### src/rtl/term_pkg.sv
// Shared definitions for the terminal writer: controller states and character codes.
// Consumed by term_writer (optional backspace build: TERM_WRITER_BS_EN).
package term_pkg;

  typedef enum logic [1:0] {
    ST_INIT  = 2'd0,
    ST_IDLE  = 2'd1,
    ST_CLEAR = 2'd2
  } term_state_e;

  localparam logic [7:0] CHAR_SPACE     = 8'h20;
  localparam logic [7:0] CHAR_LF        = 8'h0A;
  localparam logic [7:0] CHAR_CR        = 8'h0D;
  localparam logic [7:0] CHAR_BS        = 8'h08;
  localparam logic [7:0] CHAR_PRINT_MIN = 8'h20;
  localparam logic [7:0] CHAR_PRINT_MAX = 8'h7E;

  function automatic logic is_printable(input logic [7:0] c);
    return (c >= CHAR_PRINT_MIN) && (c <= CHAR_PRINT_MAX);
  endfunction

endpackage

### src/rtl/term_writer.sv
// Byte-stream to scrolling text buffer writer: clears VRAM, places characters, scrolls by moving top_row.
// Build option: define TERM_WRITER_BS_EN to make 0x08 erase the character left of the cursor.
module term_writer
  import term_pkg::*;
#(
  parameter int COLS = 64,
  parameter int ROWS = 16,
  localparam int AW = $clog2(COLS * ROWS),
  localparam int CW = $clog2(COLS),
  localparam int RW = $clog2(ROWS)
) (
  input  logic          clk,
  input  logic          rst,
  input  logic [7:0]    s_axis_tdata,
  input  logic          s_axis_tvalid,
  output logic          s_axis_tready,
  output logic [AW-1:0] vram_addr,
  output logic [7:0]    vram_data,
  output logic          vram_we,
  output logic [RW-1:0] top_row,
  output logic [CW-1:0] cursor_col,
  output logic [RW-1:0] cursor_row
);

  localparam logic [AW-1:0] LAST_ADDR = AW'(COLS * ROWS - 1);
  localparam logic [AW-1:0] LAST_BASE = AW'((ROWS - 1) * COLS);
  localparam logic [AW-1:0] COLS_A    = AW'(COLS);
  localparam logic [CW-1:0] LAST_COL  = CW'(COLS - 1);
  localparam logic [RW-1:0] LAST_ROW  = RW'(ROWS - 1);

  term_state_e   state_q, state_d;
  logic [AW-1:0] init_addr_q, init_addr_d;
  logic [CW-1:0] clear_col_q, clear_col_d;
  logic [AW-1:0] row_base_q, row_base_d;
  logic [RW-1:0] top_row_q, top_row_d;
  logic [CW-1:0] cursor_col_q, cursor_col_d;
  logic [RW-1:0] cursor_row_q, cursor_row_d;
  logic          vram_we_q, vram_we_d;
  logic [AW-1:0] vram_addr_q, vram_addr_d;
  logic [7:0]    vram_data_q, vram_data_d;

  logic          handshake;
  logic          newline;
  logic [AW-1:0] cursor_addr;

  assign s_axis_tready = (state_q == ST_IDLE);
  assign handshake     = s_axis_tvalid && s_axis_tready;
  // row_base_q always points at the physical row under the cursor.
  assign cursor_addr   = row_base_q + AW'(cursor_col_q);

  always_comb begin
    state_d      = state_q;
    init_addr_d  = init_addr_q;
    clear_col_d  = clear_col_q;
    row_base_d   = row_base_q;
    top_row_d    = top_row_q;
    cursor_col_d = cursor_col_q;
    cursor_row_d = cursor_row_q;
    vram_we_d    = 1'b0;
    vram_addr_d  = vram_addr_q;
    vram_data_d  = vram_data_q;
    newline      = 1'b0;

    case (state_q)
      ST_INIT: begin
        vram_we_d   = 1'b1;
        vram_addr_d = init_addr_q;
        vram_data_d = CHAR_SPACE;
        if (init_addr_q == LAST_ADDR) begin
          init_addr_d = '0;
          state_d     = ST_IDLE;
        end else begin
          init_addr_d = init_addr_q + AW'(1);
        end
      end

      ST_IDLE: begin
        if (handshake) begin
          if (is_printable(s_axis_tdata)) begin
            vram_we_d   = 1'b1;
            vram_addr_d = cursor_addr;
            vram_data_d = s_axis_tdata;
            if (cursor_col_q == LAST_COL) begin
              cursor_col_d = '0;
              newline      = 1'b1;
            end else begin
              cursor_col_d = cursor_col_q + CW'(1);
            end
          end else if (s_axis_tdata == CHAR_LF) begin
            cursor_col_d = '0;
            newline      = 1'b1;
          end else if (s_axis_tdata == CHAR_CR) begin
            cursor_col_d = '0;
`ifdef TERM_WRITER_BS_EN
          end else if ((s_axis_tdata == CHAR_BS) && (cursor_col_q != '0)) begin
            cursor_col_d = cursor_col_q - CW'(1);
            vram_we_d    = 1'b1;
            vram_addr_d  = row_base_q + AW'(cursor_col_q - CW'(1));
            vram_data_d  = CHAR_SPACE;
`endif
          end
        end
      end

      ST_CLEAR: begin
        vram_we_d   = 1'b1;
        vram_addr_d = row_base_q + AW'(clear_col_q);
        vram_data_d = CHAR_SPACE;
        if (clear_col_q == LAST_COL) begin
          clear_col_d = '0;
          state_d     = ST_IDLE;
        end else begin
          clear_col_d = clear_col_q + CW'(1);
        end
      end

      default: begin
        state_d = ST_INIT;
      end
    endcase

    // Scrolling moves the cursor's physical row down one as well, so the base advances either way.
    if (newline) begin
      row_base_d = (row_base_q == LAST_BASE) ? '0 : row_base_q + COLS_A;
      if (cursor_row_q != LAST_ROW) begin
        cursor_row_d = cursor_row_q + RW'(1);
      end else begin
        top_row_d   = (top_row_q == LAST_ROW) ? '0 : top_row_q + RW'(1);
        clear_col_d = '0;
        state_d     = ST_CLEAR;
      end
    end
  end

  always_ff @(posedge clk) begin
    if (rst) begin
      state_q      <= ST_INIT;
      init_addr_q  <= '0;
      clear_col_q  <= '0;
      row_base_q   <= '0;
      top_row_q    <= '0;
      cursor_col_q <= '0;
      cursor_row_q <= '0;
      vram_we_q    <= 1'b0;
      vram_addr_q  <= '0;
      vram_data_q  <= '0;
    end else begin
      state_q      <= state_d;
      init_addr_q  <= init_addr_d;
      clear_col_q  <= clear_col_d;
      row_base_q   <= row_base_d;
      top_row_q    <= top_row_d;
      cursor_col_q <= cursor_col_d;
      cursor_row_q <= cursor_row_d;
      vram_we_q    <= vram_we_d;
      vram_addr_q  <= vram_addr_d;
      vram_data_q  <= vram_data_d;
    end
  end

  assign vram_we    = vram_we_q;
  assign vram_addr  = vram_addr_q;
  assign vram_data  = vram_data_q;
  assign top_row    = top_row_q;
  assign cursor_col = cursor_col_q;
  assign cursor_row = cursor_row_q;

endmodule
### config.mk
export PLATFORM = sky130hd
export DESIGN_NAME = term_writer
export DESIGN_NICKNAME = d
export VERILOG_FILES = /design/src/rtl/term_pkg.sv /design/src/rtl/term_writer.sv
export SDC_FILE = /design/constraint.sdc
export NUM_CORES = 1
export LEC_CHECK = 0
export BUFFER_PORTS_ARGS = -buffer_cell sky130_fd_sc_hd__buf_2
export CORE_MARGIN = 5
export CORE_UTILIZATION = 35
export DETAILED_ROUTE_END_ITERATION = 10
export PLACE_DENSITY = 0.59
export REMOVE_ABC_BUFFERS = 1
export SLEW_MARGIN = 20
export SYNTH_ARGS = -nofsm -noshare
export SYNTH_HDL_FRONTEND = slang
export SYNTH_SLANG_ARGS = --single-unit
### constraint.sdc
create_clock -name clk -period 2.9 [get_ports clk]
set_clock_uncertainty 0.15 [all_clocks]
set_input_delay 0.725 -clock clk [delete_from_list [all_inputs] [get_ports clk]]
set_output_delay 0.725 -clock clk [all_outputs]
set_load 0.05 [all_outputs]
# After elaboration in Yosys (flattened, before gate mapping)
# Index checks and enable logic that the tools add are counted.
[totals] input_bits=11 elab_cells=75 output_inout_bits=34 reg_bits=61
[op_classes] n_eq_ne=12 magnitude_cmp=2 n_bitwise=1 n_reduce_logical=12 add_sub_neg=8 n_mux=30
[ops] cell="2-to-1 mux 6 bit" n=8
[ops] cell="2-to-1 mux 10 bit" n=4
[ops] cell="one-hot mux 10 bit (3 select lines)" n=1
[ops] cell="adder 10 x 6 -> 10 bit" n=2
[ops] cell="equality test 10 bit (second input constant)" n=2
[ops] cell="equality test 8 x 4 -> 1 bit (second input constant)" n=2
[ops] cell="2-to-1 mux 8 bit" n=2
[ops] cell="one-hot mux 8 bit (2 select lines)" n=1
[ops] cell="adder 6 x 1 -> 6 bit (second input constant)" n=2
[ops] cell="equality test 6 bit (second input constant)" n=2
[ops] cell="adder 10 x 1 -> 10 bit (second input constant)" n=1
[ops] cell="adder 10 x 7 -> 10 bit (second input constant)" n=1
[ops] cell="AND reduction 3 bit" n=3
[ops] cell="adder 4 x 1 -> 4 bit (second input constant)" n=2
[ops] cell="greater-or-equal comparator 8 x 6 -> 1 bit (second input constant)" n=1
[ops] cell="less-or-equal comparator 8 x 7 -> 1 bit (second input constant)" n=1
[ops] cell="2-to-1 mux 2 bit" n=4
[ops] cell="2-to-1 mux 1 bit" n=7
[ops] cell="one-hot mux 2 bit (3 select lines)" n=1
[ops] cell="nonzero test 3 bit" n=2
[ops] cell="equality test 4 bit (second input constant)" n=1
[ops] cell="2-to-1 mux 4 bit" n=1
[ops] cell="inequality test 2 x 1 -> 1 bit (second input constant)" n=2
[ops] cell="inequality test 4 bit (second input constant)" n=1
[ops] cell="other kinds (9)" n=11

# Logic depth before layout (Yosys ltp)
# Gate-level depths: netlist (run 1).
[logic_depth] word_depth=6 mapped_depth=10 depth_no_buf=9

# Least setup slack after synthesis (run 1)
# Ideal clock, no wire load.
[synth_timing] kind="in2reg" from="input port s_axis_tdata[5]" to="register top_row_q[2] (netlist: top_row[2])" path_buffers=0 required_time_ns=2.680 path_stages=5 t_arrival_ns=2.434 setup_ns=0.070 path_slack_ns=0.246 cell_sequence="or4b_1 -> or3_1 -> a22o_1 -> or4_1 -> a21oi_1"
[synth_via] elab_chain_len=6 word_cells_on_any_way=9 cone_classes="2 x order compare; 1 x eq/ne; 4 x mux; 2 x reduce/logical"
[synth_lines] element="start, declared" line="term_writer.sv:14" source="input logic [7:0] s_axis_tdata,"
[synth_lines] element="greater-or-equal comparator 8 x 6 -> 1 bit, or another cell as far along" line="term_pkg.sv:19" source="return (c >= CHAR_PRINT_MIN) && (c <= CHAR_PRINT_MAX);"
[synth_lines] element="logical AND 1 bit or 2-to-1 mux 1 bit (tied branches)" line="term_pkg.sv:19, term_writer.sv:89"
[synth_lines] element="2-to-1 mux 1 bit *" line="term_writer.sv:79" source="if (is_printable(s_axis_tdata)) begin"
[synth_lines] element="2-to-1 mux 1 bit *" line="term_writer.sv:78" source="if (handshake) begin"
[synth_lines] element="2-to-1 mux 1 bit *" line="term_writer.sv:64" source="case (state_q)"
[synth_lines] element="AND reduction 2 bit (no source line) *"
[synth_lines] element="end signal, assigned" line="term_writer.sv:152" source="top_row_q <= top_row_d;"
[synth_lines] element="end, declared" line="term_writer.sv:35" source="logic [RW-1:0] top_row_q, top_row_d;"
# Every way passes the cells marked *; elsewhere a longest branch is shown, timed or not.
# A chain may end at the register's enable or synchronous reset.

# Worst setup path after layout (run 1)
# Ends and elaborated chain as after synthesis.

==> results.md, run 1 <==
| Item | This run | Unit |
|---|---|---|
| Outcome | finished, final reports clean | - |
| Hold-fix buffer count after cts | 0 | - |
| Met3 track demand over resource in global routing | 2.41 | % |
| Aggregate global-route resource usage | 14.1 | % |
| Share of the synthesized area in compound gates (AO/OA/AOI/OAI) | 17.6 | % |
| Max cap viols | 0 | - |
| Critical Path Max Stage Delay | 0.53 | ns |
| Per-cell via count in the routed design | 5.14 | - |
| Library cell occupying the most area in the post-synthesis netlist | sky130_fd_sc_hd__dfxtp_1 | - |
| Total I/O pin count | 45 | - |
| Post-CTS Repair Setup Buffers | 0 | - |
| Initial core utilization | 35.8 | % |
| Top Usage Layer GRT | met2 | - |
| M2 GR Usage | 23.3 | % |
| Root buffer cell | sky130_fd_sc_hd__clkbuf_8 | - |
| Footprint of the multi-input gates | 1570 | um^2 |
| Slew HR | 47.5 | % |
| Number of sinks driven by the clock tree | 55 | - |
| CTS H-tree depth | 2 | - |
| Nature of the critical path startpoint | input port | - |
| Combined area of all synthesized cells | 2750 | um^2 |
| Chip width | 98.7 | um |
| Combinational family with the most area after synthesis | simple AND/OR/NAND/NOR gates | - |
| Power Total | 1.61 | mW |
| Crit path DAT | 2.68 | ns |
| Antenna cells | 0 | - |
| XOR/XNOR share of the synthesized area | 4.77 | % |
| Highest-count cells in the layout ignoring fill and taps | sky130_fd_sc_hd__dfxtp_1 (55), sky130_fd_sc_hd__buf_2 (44), sky130_fd_sc_hd__nor2_1 (43), sky130_fd_sc_hd__a21oi_1 (30), sky130_fd_sc_hd__nand2_1 (23) | - |
| Via count of the first global-routing pass | 2,362 | - |
| Number of enable-type register cells in the synthesized netlist | 0 | - |
| Total of buffers placed on input and output ports | 44 | - |
| Post-route DRC | 0 | - |
| Floorplan die height | 98.7 | um |
| Global Route met1 Usage | 19.2 | % |
| Post-detailed-route count of antenna-violating nets | 0 | - |
| Commonest non-fill, non-tap cell in the layout | sky130_fd_sc_hd__dfxtp_1 | - |
| Wire length per cell after detailed routing | 13.9 | um |
| Setup repair after global routing missed its margin | no | - |
| # setup viols final | 0 | - |
| Endpoint type of the worst setup path | register | - |
| Worst Hold Depth | 2 | - |
| Share of the yosys chip area belonging to registers | 40.0 | % |
| Endpoint required time on the critical path | 2.99 | ns |
| Worst Path Max Fanout | 8 | - |
| Global route total overflow | 0 | - |
| Hpwl dp | 5190 | um |
| Simple-Gate Fraction of Synth Area | 23.1 | % |
| Worst IR drop on VDD | 0.227 | mV |
| Inserted Clock Buffers | 5 | - |
| Maximum clock insertion buffer count | 2 | - |
| Detailed-routing iteration count for the pre-antenna-repair pass | 4 | - |
| Static leakage | 1.36 | nW |
| Post-synthesis register bit count | 55 | - |
| Syn_area_per_cell | 8.42 | um^2 |
| Worst hold slack | 0.311 | ns |
| Weighted congestion reported at the end of routability-driven placement | 0.821 | - |
| Instance count of the mapped netlist | 327 | - |
| Power density over cell area | 486 | nW/um^2 |
| Predominant post-synthesis flop cell | sky130_fd_sc_hd__dfxtp_1 | - |
| Highest achievable clock rate | 0.386 | GHz |
| Final-report hold violation count | 0 | - |
| Filler cells | 810 | - |
| # resized after CTS | 0 | - |
| Synth Area in Adders | 5.45 | % |
| Critical path buffers and inverters | 1 | - |
| Worst reg2reg path depth | 6 | - |
| Family with the most delay on the worst path | simple AND/OR/NAND/NOR gates | - |
| Worst-margin pin slew | 0.768 | ns |
| Crit path kind | input port to register | - |
| Drt first-iter violations | 127 | - |
| Clock Latency Late Sink | 0.31 | ns |
| Min Clock Period, post-route | 2.59 | ns |
| Sequential cell area | 1100 | um^2 |
| Net count, final | 408 | - |
| Cell-by-cell trace of the critical path | buf_2, or4b_1, or3_1, a22o_1, or4_1, a21oi_1 | - |
| Core region area | 7690 | um^2 |
| Vias | 2,508 | - |
| Growth of design area from synthesis to finish | 20.7 | % |
| Row count | 32 | - |
| TritonCTS clock tree | built | - |
| Share of the synthesized area in the top cell type | 40.0 | % |
| Initial antenna violation count | 0 | - |
| First-pass GRT wire length | 11,400 | um |
| Worst-path clk slew | 0.11 | ns |
| Max-slew violation count | 0 | - |
| Period Utilization, post-route | 89.3 | % |
| Slowest cell on crit path | sky130_fd_sc_hd__or4b_1 | - |
| Maximum number of pins on one net before global-route repair | 24 | - |
| Ys async rst share | 0 | % |
| Total Neg Setup Slack | 0 | ns |
| Dominant cells by area after synthesis | sky130_fd_sc_hd__dfxtp_1 (40%), sky130_fd_sc_hd__nor2_1 (5.9%), sky130_fd_sc_hd__a21oi_1 (5.5%) | - |
| Full die area | 9740 | um^2 |
| Kind of path behind the tightest hold check | register to register | - |
| Share of synthesized area spent on multiplexers | 5.91 | % |
| Total number of cells along the worst setup path | 6 | - |
| Synth warn | 0 | - |
| Layout cells sized above 1 | 19.2 | % |
| Final routed wirelength across all metal layers | 6790 | um |
| Library cells used by synthesis | 50 | - |
==> cell families (layout without fill, tap and decap cells) <==
logic type / count (synthesis) / in the layout
flops: 55 / 55
mux: 16 / 16
fa+ha+maj: 12 / 12
other cells: 1 / 1
compound gates: 77 / 77
buf+inv: 22 / 81
xor+xnor: 15 / 15
simple gates: 129 / 129
==> report_power, final <==
group | internal, mW | switching, mW | leakage (nW)
Sequential | 0.777 | 0.0200 | 0.445
Clock | 0.345 | 0.253 | 0.0654
Combinational | 0.0699 | 0.149 | 0.854
==> final timing paths <==
check	slack, ns	startpoint	endpoint
setup reg to reg	0.50	state_q[0]	top_row[2]
hold / removal	0.31	vram_data[3]	vram_data[3]
setup / recovery	0.31	s_axis_tdata[5]	top_row[2]
hold reg to reg	0.31	vram_data[3]	vram_data[3]
==> metrics by stage <==
stage               instance area (um^2)  util (%)  worst slack [ns]  instances
floorplan                           2720         -             0.152        317
global placement                    3190      41.5            0.0262        480
detailed placement                  3190      41.5           0.00771        480
CTS                                 3320      43.2             0.323        488
global route                        3320      43.2             0.254        488
finish                              3320      43.2             0.309        488
==> worst reg2reg max path, cell delays in order, from the launching register on <==
cell and delay, ns:
sky130_fd_sc_hd__dfxtp_1 0.46, sky130_fd_sc_hd__ha_1 0.22, sky130_fd_sc_hd__nand3b_1 0.12, sky130_fd_sc_hd__or3_1 0.44, sky130_fd_sc_hd__a22o_1 0.32, sky130_fd_sc_hd__or4_1 0.49, sky130_fd_sc_hd__a21oi_1 0.14
==> registers in the layout (all words and copies together), names as in the netlist <==
name         count
vram_addr       10
init_addr_q     10
vram_data        8
cursor_col       6
clear_col_q      6
cursor_row       4
top_row          4
state_q          2
vram_we          1
row_base_q       4
==> layout make-up <==
type / count / share of cell area, %
multi-input cells: 250 / 47.2
flip-flops and latches: 55 / 33.1
repair buffers: 61 / 10.5
well taps: 102 / 3.84
clock buffers: 6 / 2.18
clock inverters: 2 / 1.81
inverters: 12 / 1.36
==> cells in the mapped netlist, drive strengths merged (3+ instances only) <==
cell     n
dfxtp   55
nor2    43
a21oi   30
nand2   23
nand3   15
mux2i   14
o21ai   13
ha      12
inv     12
nor3    11
a211oi   9
and3     9
clkbuf   9
nand4    9
xor2     9
xnor2    6
nand3b   5
a32oi    3
==> layer usage <==
metal | share of wire [%] | routed length [um]
met4 | 0.84 | 57
met3 | 3.3 | 221
met5 | 0 | 0
met2 | 46 | 3140
met1 | 50 | 3370
Power figures use the tool's default switching activity.
==> run 2: changes to the inputs <==
Settings changed: CORE_ASPECT_RATIO set to 1.4.
==> run 2 against run 1 <==
  * Count of clock-buffer cells in the layout increased by 1
  * Hold slack worse by 0.0060 ns
  * Via count up 1.8%
  * Register-to-register slack improved by 0.02 ns
  * Largest power group unchanged
  * Critical path type unchanged
  * First-iteration DRC count fell by 10%
  * Flip-flop and latch count stayed put
  * Combinational power hardly changed
  * Critical endpoint is now cursor_row[0]
  * Highest routed layer unchanged
==> results.md, run 2 (synthesis results as in run 1) <==
| Item | This run | Unit |
|---|---|---|
| Filler cells | 837 | - |
| Vias | 2,554 | - |
| Worst IR drop on VDD | 0.176 | mV |
| Net count, final | 408 | - |
| Power Total | 1.44 | mW |
| Slew HR | 52.1 | % |
| Worst Path Max Fanout | 5 | - |
| Per-cell via count in the routed design | 5.26 | - |
| Minimum setup slack among reg-to-reg paths | 0.52 | ns |
| First-pass GRT wire length | 12,000 | um |
| Via count of the first global-routing pass | 2,524 | - |
| Weighted congestion reported at the end of routability-driven placement | 0.815 | - |
| Crit path kind | input port to register | - |
| Core region area | 7700 | um^2 |
| Chip width | 85.0 | um |
| Power density over cell area | 441 | nW/um^2 |
| Worst slack at placement | -0.0128 | ns |
| Aggregate global-route resource usage | 15.1 | % |
| Global route total overflow | 0 | - |
| Worst hold slack | 0.305 | ns |
| Drt first-iter violations | 114 | - |
| Number of sinks driven by the clock tree | 55 | - |
| Period Utilization, post-route | 89.7 | % |
| Total I/O pin count | 45 | - |
| Floorplan die height | 115 | um |
| Kind of path behind the tightest hold check | register to register | - |
| Initial core utilization | 35.7 | % |
| Highest-count cells in the layout ignoring fill and taps | sky130_fd_sc_hd__dfxtp_1 (55), sky130_fd_sc_hd__buf_2 (44), sky130_fd_sc_hd__nor2_1 (43), sky130_fd_sc_hd__a21oi_1 (30), sky130_fd_sc_hd__nand2_1 (23) | - |
| Full die area | 9760 | um^2 |
| Antenna cells | 0 | - |
| Min Clock Period, post-route | 2.60 | ns |
| Worst-path clk slew | 0.10 | ns |
| Maximum number of pins on one net before global-route repair | 19 | - |
| Hold-fix buffer count after cts | 0 | - |
| Maximum clock insertion buffer count | 2 | - |
| Wire length per cell after detailed routing | 14.6 | um |
| TritonCTS clock tree | built | - |
| Highest achievable clock rate | 0.385 | GHz |
| Worst-margin pin slew | 0.700 | ns |
| # resized after CTS | 0 | - |
| Worst reg2reg path depth | 7 | - |
| Endpoint type of the worst setup path | register | - |
| Post-detailed-route count of antenna-violating nets | 0 | - |
| Worst Hold Depth | 2 | - |
| Hpwl dp | 5440 | um |
| Nature of the critical path startpoint | input port | - |
| Outcome | finished, final reports clean | - |
| Final-report hold violation count | 0 | - |
| Clock Latency Late Sink | 0.32 | ns |
| Crit path DAT | 2.71 | ns |
| Layout cells sized above 1 | 18.9 | % |
| Footprint of the multi-input gates | 1570 | um^2 |
| # setup viols final | 0 | - |
| Max-slew violation count | 0 | - |
| Initial antenna violation count | 0 | - |
| Static leakage | 1.34 | nW |
| Setup repair after global routing missed its margin | no | - |
| Max cap viols | 0 | - |
| Growth of design area from synthesis to finish | 18.8 | % |
| Smallest setup slack after layout | 0.299 | ns |
| Endpoint required time on the critical path | 3.01 | ns |
| Total of buffers placed on input and output ports | 44 | - |
| Post-route DRC | 0 | - |
| Commonest non-fill, non-tap cell in the layout | sky130_fd_sc_hd__dfxtp_1 | - |
| CTS H-tree depth | 2 | - |
| Inserted Clock Buffers | 5 | - |
| Final routed wirelength across all metal layers | 7100 | um |
| Post-CTS Repair Setup Buffers | 0 | - |
| Root buffer cell | sky130_fd_sc_hd__clkbuf_8 | - |
| Row count | 38 | - |
| Detailed-routing iteration count for the pre-antenna-repair pass | 4 | - |
| Sequential cell area | 1100 | um^2 |
[run 2: cell types whose count changed in the layout (fill, tap and decap cells not counted), sizes merged]
cell / previous run / this run
clkinv: 0 / 1
clkbuf: 6 / 7
bufinv: 2 / 0
[run 2: routing by layer]
metal  vias up  share of wire, %  GRT usage [%]
li1       1304                 -              -
met5         -                 0              0
met1      1186                43           17.9
met2        55                50           26.9
met3         9               4.8           2.87
met4         0               2.1           5.70
[run 2: report_power, final]
| group | leakage [nW] | internal, mW | switching [mW] |
|---|---|---|---|
| Clock | 0.0422 | 0.170 | 0.253 |
| Combinational | 0.855 | 0.0703 | 0.149 |
| Sequential | 0.445 | 0.777 | 0.0211 |
[run 2: worst max-delay path: stages]
cell,delay (ns)
sky130_fd_sc_hd__buf_2,0.11
sky130_fd_sc_hd__or4b_1,0.54
sky130_fd_sc_hd__or3_1,0.37
sky130_fd_sc_hd__a22o_1,0.31
sky130_fd_sc_hd__buf_4,0.17
sky130_fd_sc_hd__or3_1,0.34
sky130_fd_sc_hd__a21oi_1,0.13
[run 2: cell type report]
| cell class | instances | area share, % |
|---|---|---|
| clock buffers | 7 | 2.33 |
| clock inverters | 1 | 0.153 |
| inverters | 12 | 1.38 |
| multi-input cells | 250 | 48.0 |
| flip-flops and latches | 55 | 33.7 |
| well taps | 100 | 3.83 |
| repair buffers | 61 | 10.6 |
[run 2: stage by stage]
step / cells / area (um^2) / util, % / TNS (ns)
2_1_floorplan: 317 / 2720 / - / 0
3_3_place_gp: 478 / 3190 / 41.4 / -0.0000322
3_5_place_dp: 478 / 3190 / 41.4 / -0.0247
4_1_cts: 486 / 3270 / 42.4 / 0
5_1_grt: 486 / 3270 / 42.4 / 0
6_report: 486 / 3270 / 42.4 / 0
[run 2: path summary, 6_finish.rpt]
check | start | endpoint
setup / recovery | s_axis_tdata[5] | cursor_row[0]
hold / removal | vram_data[1] | vram_data[1]
setup reg to reg | state_q[0] | cursor_row[0]
hold reg to reg | vram_data[1] | vram_data[1]
==> run 3: changes to the inputs <==
Settings changed: RECOVER_POWER set to 25.
==> run 3 against run 2 <==
  * Count of clock-buffer cells in the layout unchanged
  * Via count is 0.67% higher
  * Utilization fell by 0.29 points
  * Sequential power barely moved
  * Clock power is essentially flat
  * Routed wire length increased by 0.85%
  * Cell area down 0.69%
  * Register-to-register slack about the same
  * Global-route usage unchanged
  * Combinational power barely moved
==> results.md, run 3 (synthesis results as in run 1) <==
| Item | This run | Unit |
|---|---|---|
| Initial antenna violation count | 0 | - |
| Max-slew violation count | 0 | - |
| Slowest cell on crit path | sky130_fd_sc_hd__or4b_1 | - |
| Outcome | finished, final reports clean | - |
| Commonest non-fill, non-tap cell in the layout | sky130_fd_sc_hd__dfxtp_1 | - |
| Worst-margin pin slew | 0.699 | ns |
| Highest-count cells in the layout ignoring fill and taps | sky130_fd_sc_hd__dfxtp_1 (55), sky130_fd_sc_hd__nor2_1 (43), sky130_fd_sc_hd__a21oi_1 (30), sky130_fd_sc_hd__buf_2 (26), sky130_fd_sc_hd__nand2_1 (23) | - |
| CP dominant cell by count | sky130_fd_sc_hd__or3_1 | - |
| Global Route met1 Usage | 17.9 | % |
| Total Neg Setup Slack | 0 | ns |
| Growth of design area from synthesis to finish | 18.0 | % |
| Wire length per cell after detailed routing | 14.7 | um |
| Family with the most delay on the worst path | simple AND/OR/NAND/NOR gates | - |
| Period Utilization, post-route | 89.8 | % |
| Final-report hold violation count | 0 | - |
| Worst-path clk slew | 0.10 | ns |
| Root buffer cell | sky130_fd_sc_hd__clkbuf_8 | - |
| Kind of path behind the tightest hold check | register to register | - |
| Global route total overflow | 0 | - |
| Cell-by-cell trace of the critical path | buf_2, or4b_1, or3_1, a22o_1, buf_4, or3_1, a21oi_1 | - |
| Chip width | 85.0 | um |
| Setup repair after global routing missed its margin | no | - |
| Static leakage | 1.27 | nW |
| Drt first-iter violations | 128 | - |
| Post-detailed-route count of antenna-violating nets | 0 | - |
| Minimum setup slack among reg-to-reg paths | 0.51 | ns |
| Final routed wirelength across all metal layers | 7160 | um |
| Top Usage Layer GRT | met2 | - |
| Per-cell via count in the routed design | 5.29 | - |
| Highest achievable clock rate | 0.384 | GHz |
| Smallest setup slack after layout | 0.297 | ns |
| Worst IR drop on VDD | 0.176 | mV |
| Slew HR | 52.2 | % |
| Number of sinks driven by the clock tree | 55 | - |
| Endpoint type of the worst setup path | register | - |
| Worst reg2reg path depth | 7 | - |
| Initial core utilization | 35.7 | % |
| Core region area | 7700 | um^2 |
| CTS H-tree depth | 2 | - |
| Net count, final | 408 | - |
| Clock Latency Late Sink | 0.32 | ns |
| Inserted Clock Buffers | 5 | - |
| Maximum clock insertion buffer count | 2 | - |
| Antenna cells | 0 | - |
| Crit path DAT | 2.71 | ns |
| Hold Crit Start | vram_data[1] | - |
| Capturing point of the worst reg2reg path | cursor_row[0] | - |
| Post-CTS Repair Setup Buffers | 0 | - |
| Weighted congestion reported at the end of routability-driven placement | 0.815 | - |
| Maximum number of pins on one net before global-route repair | 19 | - |
| Aggregate global-route resource usage | 15.1 | % |
| Via count of the first global-routing pass | 2,524 | - |
| Post-route DRC | 0 | - |
| Critical path buffers and inverters | 2 | - |
| Worst flop-to-flop path startpoint | state_q[0] | - |
| Row count | 38 | - |
| Met3 track demand over resource in global routing | 2.87 | % |
| Total I/O pin count | 45 | - |
| Endpoint required time on the critical path | 3.01 | ns |
| First-pass GRT wire length | 12,000 | um |
| # resized after CTS | 0 | - |
| Total of buffers placed on input and output ports | 44 | - |
| Worst Hold Depth | 2 | - |
| Worst slack at placement | -0.0128 | ns |
| TritonCTS clock tree | built | - |
| Full die area | 9760 | um^2 |
| Floorplan die height | 115 | um |
| Crit path kind | input port to register | - |
| Max cap viols | 0 | - |
| Vias | 2,571 | - |
| Critical Path Max Stage Delay | 0.54 | ns |
| Hold-fix buffer count after cts | 0 | - |
| Worst-case hold path end point | vram_data[1] | - |
| Detailed-routing iteration count for the pre-antenna-repair pass | 4 | - |
| # setup viols final | 0 | - |
| Worst Path Max Fanout | 5 | - |
| Nature of the critical path startpoint | input port | - |
| Hpwl dp | 5440 | um |
| Min Clock Period, post-route | 2.60 | ns |
| M2 GR Usage | 26.9 | % |
| Layout cells sized above 1 | 14.2 | % |
| Filler cells | 850 | - |
| Power density over cell area | 443 | nW/um^2 |
-- run 3: cell count changes in the layout (fill, tap and decap cells not counted) --
cell,delta
sky130_fd_sc_hd__clkbuf_1,+18
sky130_fd_sc_hd__buf_2,-18
-- run 3: report_power, final --
group | internal [mW] | switching [mW]
combinational | 0.0666 | 0.149
sequential | 0.777 | 0.0216
clock | 0.171 | 0.253
-- run 3: worst max path at each step --
stage                          from       endpoint  cells past startpoint
CTS                 s_axis_tdata[5]  cursor_row[0]                      7
global route        s_axis_tdata[5]  cursor_row[0]                      7
finish              s_axis_tdata[5]  cursor_row[0]                      7
detailed placement  s_axis_tdata[5]  cursor_row[0]                      7
global placement    s_axis_tdata[5]  cursor_row[0]                      7
floorplan           s_axis_tdata[5]     top_row[2]                      5
-- run 3: routing by layer --
metal / share of wire, % / wire length [um] / vias up
met5: 0 / 0 / -
met4: 2.1 / 149 / 0
met3: 5.2 / 373 / 7
met1: 43 / 3050 / 1193
met2: 50 / 3580 / 65
li1: - / - / 1306
-- run 3: worst min-delay path, stage by stage (launching register included) --
cell and delay (ns):
sky130_fd_sc_hd__dfxtp_1 0.32, sky130_fd_sc_hd__nand2_1 0.05, sky130_fd_sc_hd__a21oi_1 0.05
-- run 3: area by class of cell --
cell class	count	area [um^2]	share of cell area (%)
inverters	12	45.0	1.39
multi-input cells	250	1570	48.3
flip-flops and latches	55	1100	33.9
clock inverters	1	5.00	0.154
clock buffers	7	76.3	2.35
repair buffers	61	325	10.0
well taps	100	125	3.85
-- run 3: per-stage QoR --
step	utilization, %	hold slack, ns	total power, mW	cell area, um^2	instances
floorplan	-	0.305	0.957	2720	317
global placement	41.4	0.289	1.03	3190	478
detailed placement	41.4	0.296	1.04	3190	478
CTS	42.4	0.308	1.46	3270	486
global route	42.2	0.342	1.50	3250	486
finish	42.2	0.309	1.44	3250	486
